==> src/rtl/alu_pkg.sv <==
// Shared definitions for the ALU write-back stage: op codes, flag bit
// positions, the stored entry layout and the flag-formation rule.
package alu_pkg;

  typedef enum logic [2:0] {
    OP_NOP = 3'b000,
    OP_ADD = 3'b001,
    OP_SUB = 3'b010,
    OP_AND = 3'b011,
    OP_OR  = 3'b100,
    OP_NOR = 3'b101,
    OP_SLT = 3'b110,
    OP_BEQ = 3'b111
  } op_e;

  localparam int unsigned FLAGS_W    = 4;
  localparam int unsigned FLAG_ZERO  = 0;
  localparam int unsigned FLAG_CARRY = 1;
  localparam int unsigned FLAG_OV    = 2;
  localparam int unsigned FLAG_EQ    = 3;

  typedef struct packed {
    logic [31:0]        c;
    logic [4:0]         rd;
    logic [FLAGS_W-1:0] flags;
  } entry_t;

  localparam int unsigned ENTRY_W = $bits(entry_t);

  // eq only for a BEQ whose result is all ones; overflow/carry only
  // meaningful for ADD/SUB; zero is passed straight through.
  function automatic logic [FLAGS_W-1:0] form_flags(
    input op_e         op,
    input logic [31:0] c,
    input logic        zero,
    input logic        overflow,
    input logic        carry
  );
    logic [FLAGS_W-1:0] f;
    logic               arith;
    f             = '0;
    arith         = (op == OP_ADD) || (op == OP_SUB);
    f[FLAG_EQ]    = (op == OP_BEQ) && (c == '1);
    f[FLAG_OV]    = arith && overflow;
    f[FLAG_CARRY] = arith && carry;
    f[FLAG_ZERO]  = zero;
    return f;
  endfunction

endpackage

==> src/rtl/alu_wb_fifo.sv <==
// Two-entry FIFO holding write-back entries. Control state is reset;
// the data storage is not.
module alu_wb_fifo
  import alu_pkg::*;
#(
  parameter int unsigned W = ENTRY_W
) (
  input  logic         clk,
  input  logic         rst_n,
  input  logic         push,
  input  logic [W-1:0] wdata,
  input  logic         pop,
  output logic [W-1:0] rdata,
  output logic         full,
  output logic         empty
);

  logic [W-1:0] mem [2];
  logic         wr_ptr;
  logic         rd_ptr;
  logic [1:0]   count;

  // Data storage write; deliberately left out of reset.
  always_ff @(posedge clk) begin
    if (push) begin
      mem[wr_ptr] <= wdata;
    end
  end

  // Pointer and occupancy tracking; single-bit pointers wrap modulo 2.
  always_ff @(posedge clk) begin
    if (!rst_n) begin
      wr_ptr <= 1'b0;
      rd_ptr <= 1'b0;
      count  <= '0;
    end else begin
      if (push) wr_ptr <= ~wr_ptr;
      if (pop)  rd_ptr <= ~rd_ptr;
      case ({push, pop})
        2'b10:   count <= count + 2'd1;
        2'b01:   count <= count - 2'd1;
        default: count <= count;
      endcase
    end
  end

  // Head view and status, all from registered state.
  always_comb begin
    rdata = mem[rd_ptr];
    full  = (count == 2'd2);
    empty = (count == 2'd0);
  end

endmodule

==> src/rtl/alu_wb.sv <==
// ALU write-back stage: forms stored flags, drops NOPs, buffers results
// in a 2-entry FIFO and accumulates sticky overflow/carry status.
// Optional feature macro: ALU_WB_STICKY_EN (sticky status logic).
module alu_wb
  import alu_pkg::*;
(
  input  logic        clk,
  input  logic        rst_n,
  input  logic        in_valid,
  output logic        in_ready,
  input  logic [2:0]  in_op,
  input  logic [31:0] in_c,
  input  logic        in_zero,
  input  logic        in_overflow,
  input  logic        in_carry_out,
  input  logic [4:0]  in_rd,
  output logic        out_valid,
  input  logic        out_ready,
  output logic [31:0] out_c,
  output logic [4:0]  out_rd,
  output logic [3:0]  out_flags,
  input  logic        clr_sticky,
  output logic        sticky_ov,
  output logic        sticky_cy
);

  entry_t wr_entry;
  entry_t head;
  logic   fifo_push;
  logic   pop;
  logic   full;
  logic   empty;

  // Entry formation and handshakes; a NOP is accepted but never written.
  always_comb begin
    wr_entry.c     = in_c;
    wr_entry.rd    = in_rd;
    wr_entry.flags = form_flags(op_e'(in_op), in_c, in_zero, in_overflow, in_carry_out);
    in_ready       = !full;
    out_valid      = !empty;
    fifo_push      = in_valid && in_ready && (op_e'(in_op) != OP_NOP);
    pop            = out_valid && out_ready;
  end

  alu_wb_fifo #(
    .W (ENTRY_W)
  ) u_fifo (
    .clk   (clk),
    .rst_n (rst_n),
    .push  (fifo_push),
    .wdata (wr_entry),
    .pop   (pop),
    .rdata (head),
    .full  (full),
    .empty (empty)
  );

  // Head entry presented downstream.
  always_comb begin
    out_c     = head.c;
    out_rd    = head.rd;
    out_flags = head.flags;
  end

`ifdef ALU_WB_STICKY_EN
  logic set_ov;
  logic set_cy;

  // Set terms come from the entry leaving the FIFO this cycle.
  always_comb begin
    set_ov = pop && head.flags[FLAG_OV];
    set_cy = pop && head.flags[FLAG_CARRY];
  end

  // OR-accumulate; a coincident set overrides the clear.
  always_ff @(posedge clk) begin
    if (!rst_n) begin
      sticky_ov <= 1'b0;
      sticky_cy <= 1'b0;
    end else begin
      sticky_ov <= (sticky_ov && !clr_sticky) || set_ov;
      sticky_cy <= (sticky_cy && !clr_sticky) || set_cy;
    end
  end
`else
  logic unused_clr;

  // Sticky status absent in this build.
  always_comb begin
    sticky_ov  = 1'b0;
    sticky_cy  = 1'b0;
    unused_clr = clr_sticky;
  end
`endif

endmodule

==> config.mk <==
export PLATFORM = sky130hd
export DESIGN_NAME = alu_wb
export DESIGN_NICKNAME = d
export VERILOG_FILES = /design/src/rtl/alu_pkg.sv /design/src/rtl/alu_wb_fifo.sv /design/src/rtl/alu_wb.sv
export SDC_FILE = /design/constraint.sdc
export NUM_CORES = 1
export LEC_CHECK = 0
export ABC_AREA = 1
export BUFFER_PORTS_ARGS = -buffer_cell sky130_fd_sc_hd__buf_4
export CAP_MARGIN = 0
export CORE_MARGIN = 2
export CORE_UTILIZATION = 52
export CTS_CLUSTER_DIAMETER = 150
export DETAILED_ROUTE_END_ITERATION = 12
export PLACE_DENSITY = 0.79
export SETUP_SLACK_MARGIN = 0.3
export SLEW_MARGIN = 20
export SYNTH_ARGS = -nofsm -noshare
export SYNTH_HDL_FRONTEND = slang
export SYNTH_SLANG_ARGS = --single-unit
==> constraint.sdc <==
create_clock -name clk -period 4.21 [get_ports clk]
set_clock_uncertainty 0.1 [all_clocks]
set_input_delay 0.421 -clock clk [delete_from_list [all_inputs] [get_ports clk]]
set_output_delay 0.421 -clock clk [all_outputs]
set_load 0.02 [all_outputs]
-- Word-level counts from Yosys, hierarchy flattened
Memory sizes are Yosys's and may differ from the RTL's. A register that Yosys moved wholly into a read port is not among the register bits.
Index checks and enable logic that the tools add are counted.
- $add $sub $neg: 2
- $mul: 0
- div/mod/pow operators: 0
- $lt $le $gt $ge: 0
- eq/ne operators: 7
- shift-type cells: 0
- multiplexer cells: 5
- bitwise operators: 2
- reduce and logical (&&, ||, !) cells: 12
- operators with widths (operator ; count):
    $eq A32 B32 Y1 const B ; 1
    $logic_and A1 B1 Y1 ; 6
    $eq A2 B2 Y1 const B ; 2
    $mux W1 ; 4
    $pmux W2 S2 ; 1
    $eq A3 B1 Y1 const B ; 1
    $eq A3 B2 Y1 const B ; 1
    $eq A3 B3 Y1 const B ; 1
    $reduce_bool A3 Y1 ; 1
    $add A2 B1 Y2 const B ; 1
    $eq A2 B1 Y1 const B ; 1
    $logic_not A1 Y1 ; 2
    $logic_not A2 Y1 ; 1
    $not A1 Y1 ; 2
    $reduce_bool A2 Y1 ; 1
    $sub A2 B1 Y2 const B ; 1
    $logic_or A1 B1 Y1 ; 1
- bits in registers: 4
- latch bits: 0
- bits in writable memories: 82
- memory bits (read-only): 0
- input port bits: 48
- output and inout port bits: 45
- word-level logic and storage cells: 32
- memories: 1
- memories (name ; depth ; bits a word ; rd ports ; clocked after memory_dff ; wr ports ; line ; RTL):
    u_fifo.mem ; 2 ; 41 ; 1 ; 1 ; 1 ; alu_wb_fifo.sv:18 ; logic [W-1:0] mem [2];

-- Depth between registers and ports, before layout
- depth in word-level cells: 6
- mapped depth: 9

-- Hierarchy
From an unflattened synthesis, not the netlist that was laid out.
- cells, all modules: 206
- area, all modules: 3577.2 um2
- by module, submodules not included (module ; times used ; cells each ; area each (um2) ; seq. area each (um2)):
    alu_wb_fifo ; 1 ; 163 ; 3392.0 ; 2562.5
    alu_wb ; 1 ; 43 ; 185.2 ; 0.0

-- Worst setup path after synthesis
No wires, ideal clock.
- path type: input -> register
- from: in in_valid
- to: mem u_fifo.mem[0][0] in the netlist's numbering (enable)
- library setup time: 439 ps
- data arrival time: 2404 ps
- required time: 3671 ps
- path slack: 1267 ps
- cell stages on the path: 3
- cells stage by stage: a21boi_2 nand2_1 nor2_1
- longest elaborated chain between the ends: 4
- RTL lines (item ; line ; RTL):
    start: declaration ; alu_wb.sv:9 ; input logic in_valid,
    $logic_and A1 B1 Y1 (2 in series) ; alu_wb.sv:41 ; fifo_push = in_valid && in_ready && (op_e'(in_op) != OP_NOP);
    $mux W1 ; alu_wb_fifo.sv:25 ; if (push) begin
    $mux W1 (not written as such) ; alu_wb_fifo.sv:26 ; mem[wr_ptr] <= wdata;
    end: declaration ; alu_wb_fifo.sv:18 ;
No other way between the ends.

==> results.yml <==
detailed_routing:
  initialDrtViolationCount: 106
  vias_per_cell: 5.029
  drt_first_pass_iters: 4
  drcViolationCount: 0
  antenna_left: 0
  vias: 1911
  routedWlPerCell_microns: 15.76
  routed_wl_microns: 5988
grt:
  grt_pass1_vias: 1893
  grt_pass1_wl_microns: 9011
  grt.busiest_layer: "met2"
  grt_start_max_net_pins: 42
  grt.overflow.total: 0
  grt_use_met1: 0.1893
  grt_util_met3: 0.05972
  antenna_found_initial: 0
  grtUsageMet2: 0.2797
  grt_use_total: 0.1664
cells_and_area:
  synthToLayoutAreaGrowth_pct: 23.88
  most-common-layout-cells: "91 x buf_4, 82 x edfxtp_1, 40 x mux2_4"
  n_fill_cell: 486
  drive_gt1_frac: 0.5067
  antenna_cells: 0
  layout_commonest_cell: "buf_4"
  final_core_util: 0.6588
  finalNetCount: 344
timing:
  finalSetupViolCount: 0
  layout_worst_path_cycle_share: 0.6365
  hold_violations: 0
  report.final.slew_viol_count: 0
  fmax_mhz: 373.2
  slew_headroom: 0.3901
  setup-tns-final_ns: 0
  rsz0062_at_grt: "no"
  fin_ws_ns: 1.530
  max_slew.worst_pin.slew_ns: 0.9136
  min_period_ns: 2.680
placement:
  portBuffers: 89
  place_ws_ns: 1.852
  gp_congestion: 0.6983
  dp_hpwl_microns: 4149
synthesis:
  ys_seq_area_frac: 0.7171
  synth_edf_count: 82
  postSynthCellCount: 199
  synth_ff_type: "edfxtp_1"
  avgSynthCellArea_sq_um: 17.96
  yosysWarnings: 0
  yosysUniqueCellTypes: 22
  ys_ff_latch: 87
  async_flop_share: 0
  netlist_area_sq_um: 3573
setup_path:
  crit_fanout: 24
  worstPathRequired_ns: 3.69
  worstSetupPathType: "flop to output pin"
  crit_path_end_kind: "output pin"
  cp-start-kind: "flop"
  cp.arrival_ns: 2.16
pwr:
  irDropWorstVdd_mv: 0.2542
  powerDensity_nw_per_um2: 486.1
  leakage_nw: 1.775
  p_total_w: 0.002152
floorplanning:
  die-height_microns: 86.90
  fp.dieW_microns: 86.90
  ios: 93
  initial_core_util: 0.5318
  rows: 30
  core_area_sq_um: 6719
  dieArea_sq_um: 7551
clock_tree:
  clk_latency_ns: 0.34
  cts.clk_slew.worst_paths_ns: 0.08
  cts_sinks: 87
  ctsLongestPathBuffers: 2
  htree_levels: 3
  cts_tree: "done"
  numCtsBuffers: 9
  ctsHoldBuffers: 0
  cts_resized: 0
  cts-root-buf: "clkbuf_8"
  postCtsSetupBuffers: 0
status:
  run_status: "complete, no violations"
hold_path:
  hold_class: "input pin to flop"
run:
  max-cap-violations: 0
==> cell usage after synthesis, drive strengths merged, types with 3 or more instances <==
cell / count / area [sq um]
a21oi: 5 / 25.02
nand2: 21 / 78.83
inv: 9 / 33.78
mux2: 41 / 611.8
dfxtp: 5 / 100.1
nor2: 14 / 52.55
o21ai: 3 / 18.77
nand4: 4 / 25.02
edfxtp: 82 / 2462
buf: 7 / 106.4
==> flip-flops by register name, summed over array words and instances (netlist names), named ones only <==
signal	cells
u_fifo.count	2
u_fifo.mem	82
u_fifo.wr_ptr	1
u_fifo.rd_ptr	1
==> stage by stage <==
stage	hold slack, ns	instance area, sq um	cells
floorplan	0.3691	3577	200
global placement	0.3706	4263	364
detailed placement	0.3850	4263	364
CTS	0.1356	4427	380
global route	0.1294	4427	380
finish	0.1483	4427	380
==> routing by layer <==
layer | vias up | share of wire
met2 | 67 | 0.51
met1 | 906 | 0.40
met5 | - | 0
li1 | 926 | -
met4 | 0 | 0.019
met3 | 12 | 0.068
==> area by class of cell <==
type | instances | area [sq um] | area share
repair buffers | 91 | 683.2 | 0.1543
inverters | 9 | 33.78 | 0.007631
clock inverters | 7 | 40.04 | 0.009045
multi-input cells | 97 | 882.1 | 0.1993
clock buffers | 9 | 123.9 | 0.02798
well taps | 80 | 100.1 | 0.02261
flip-flops and latches | 87 | 2564 | 0.5791
==> where the power goes <==
group / total (W) / switching, W / internal, W
logic: 0.000568 / 0.000279 / 0.000289
registers: 0.00110 / 0.0000505 / 0.00105
clock network: 0.000488 / 0.000279 / 0.000209
total: 0.00215 / 0.000608 / 0.00154
==> worst max-delay path, stage by stage (launching register included) <==
cell     delay, ns
dfxtp_2       0.85
buf_4         0.45
mux2_4        0.34
buf_4         0.16
==> worst paths after layout <==
kind                        start  slack, ns  depth (start not counted)               end
hold reg to reg     u_fifo.rd_ptr       0.39                          2              flop
setup reg to reg  u_fifo.count[0]       2.09                          5  u_fifo.mem[0][7]
setup / recovery             flop       1.53                          3         out_c[29]
hold / removal           in_rd[0]       0.15                          1  u_fifo.mem[1][4]
==> kinds of logic (layout without fill, tap and decap cells) <==
family / count (synthesis) / in the layout / synth area share
flops: 87 / 87 / 0.7171
simple gates: 43 / 43 / 0.05077
mux: 41 / 41 / 0.1712
buf+inv: 16 / 116 / 0.03921
compound gates: 10 / 10 / 0.01716
fa+ha+maj: 1 / 1 / 0.003501
other cells: 1 / 2 / 0.001049
Note: power is estimated with default switching activity, not from simulation.
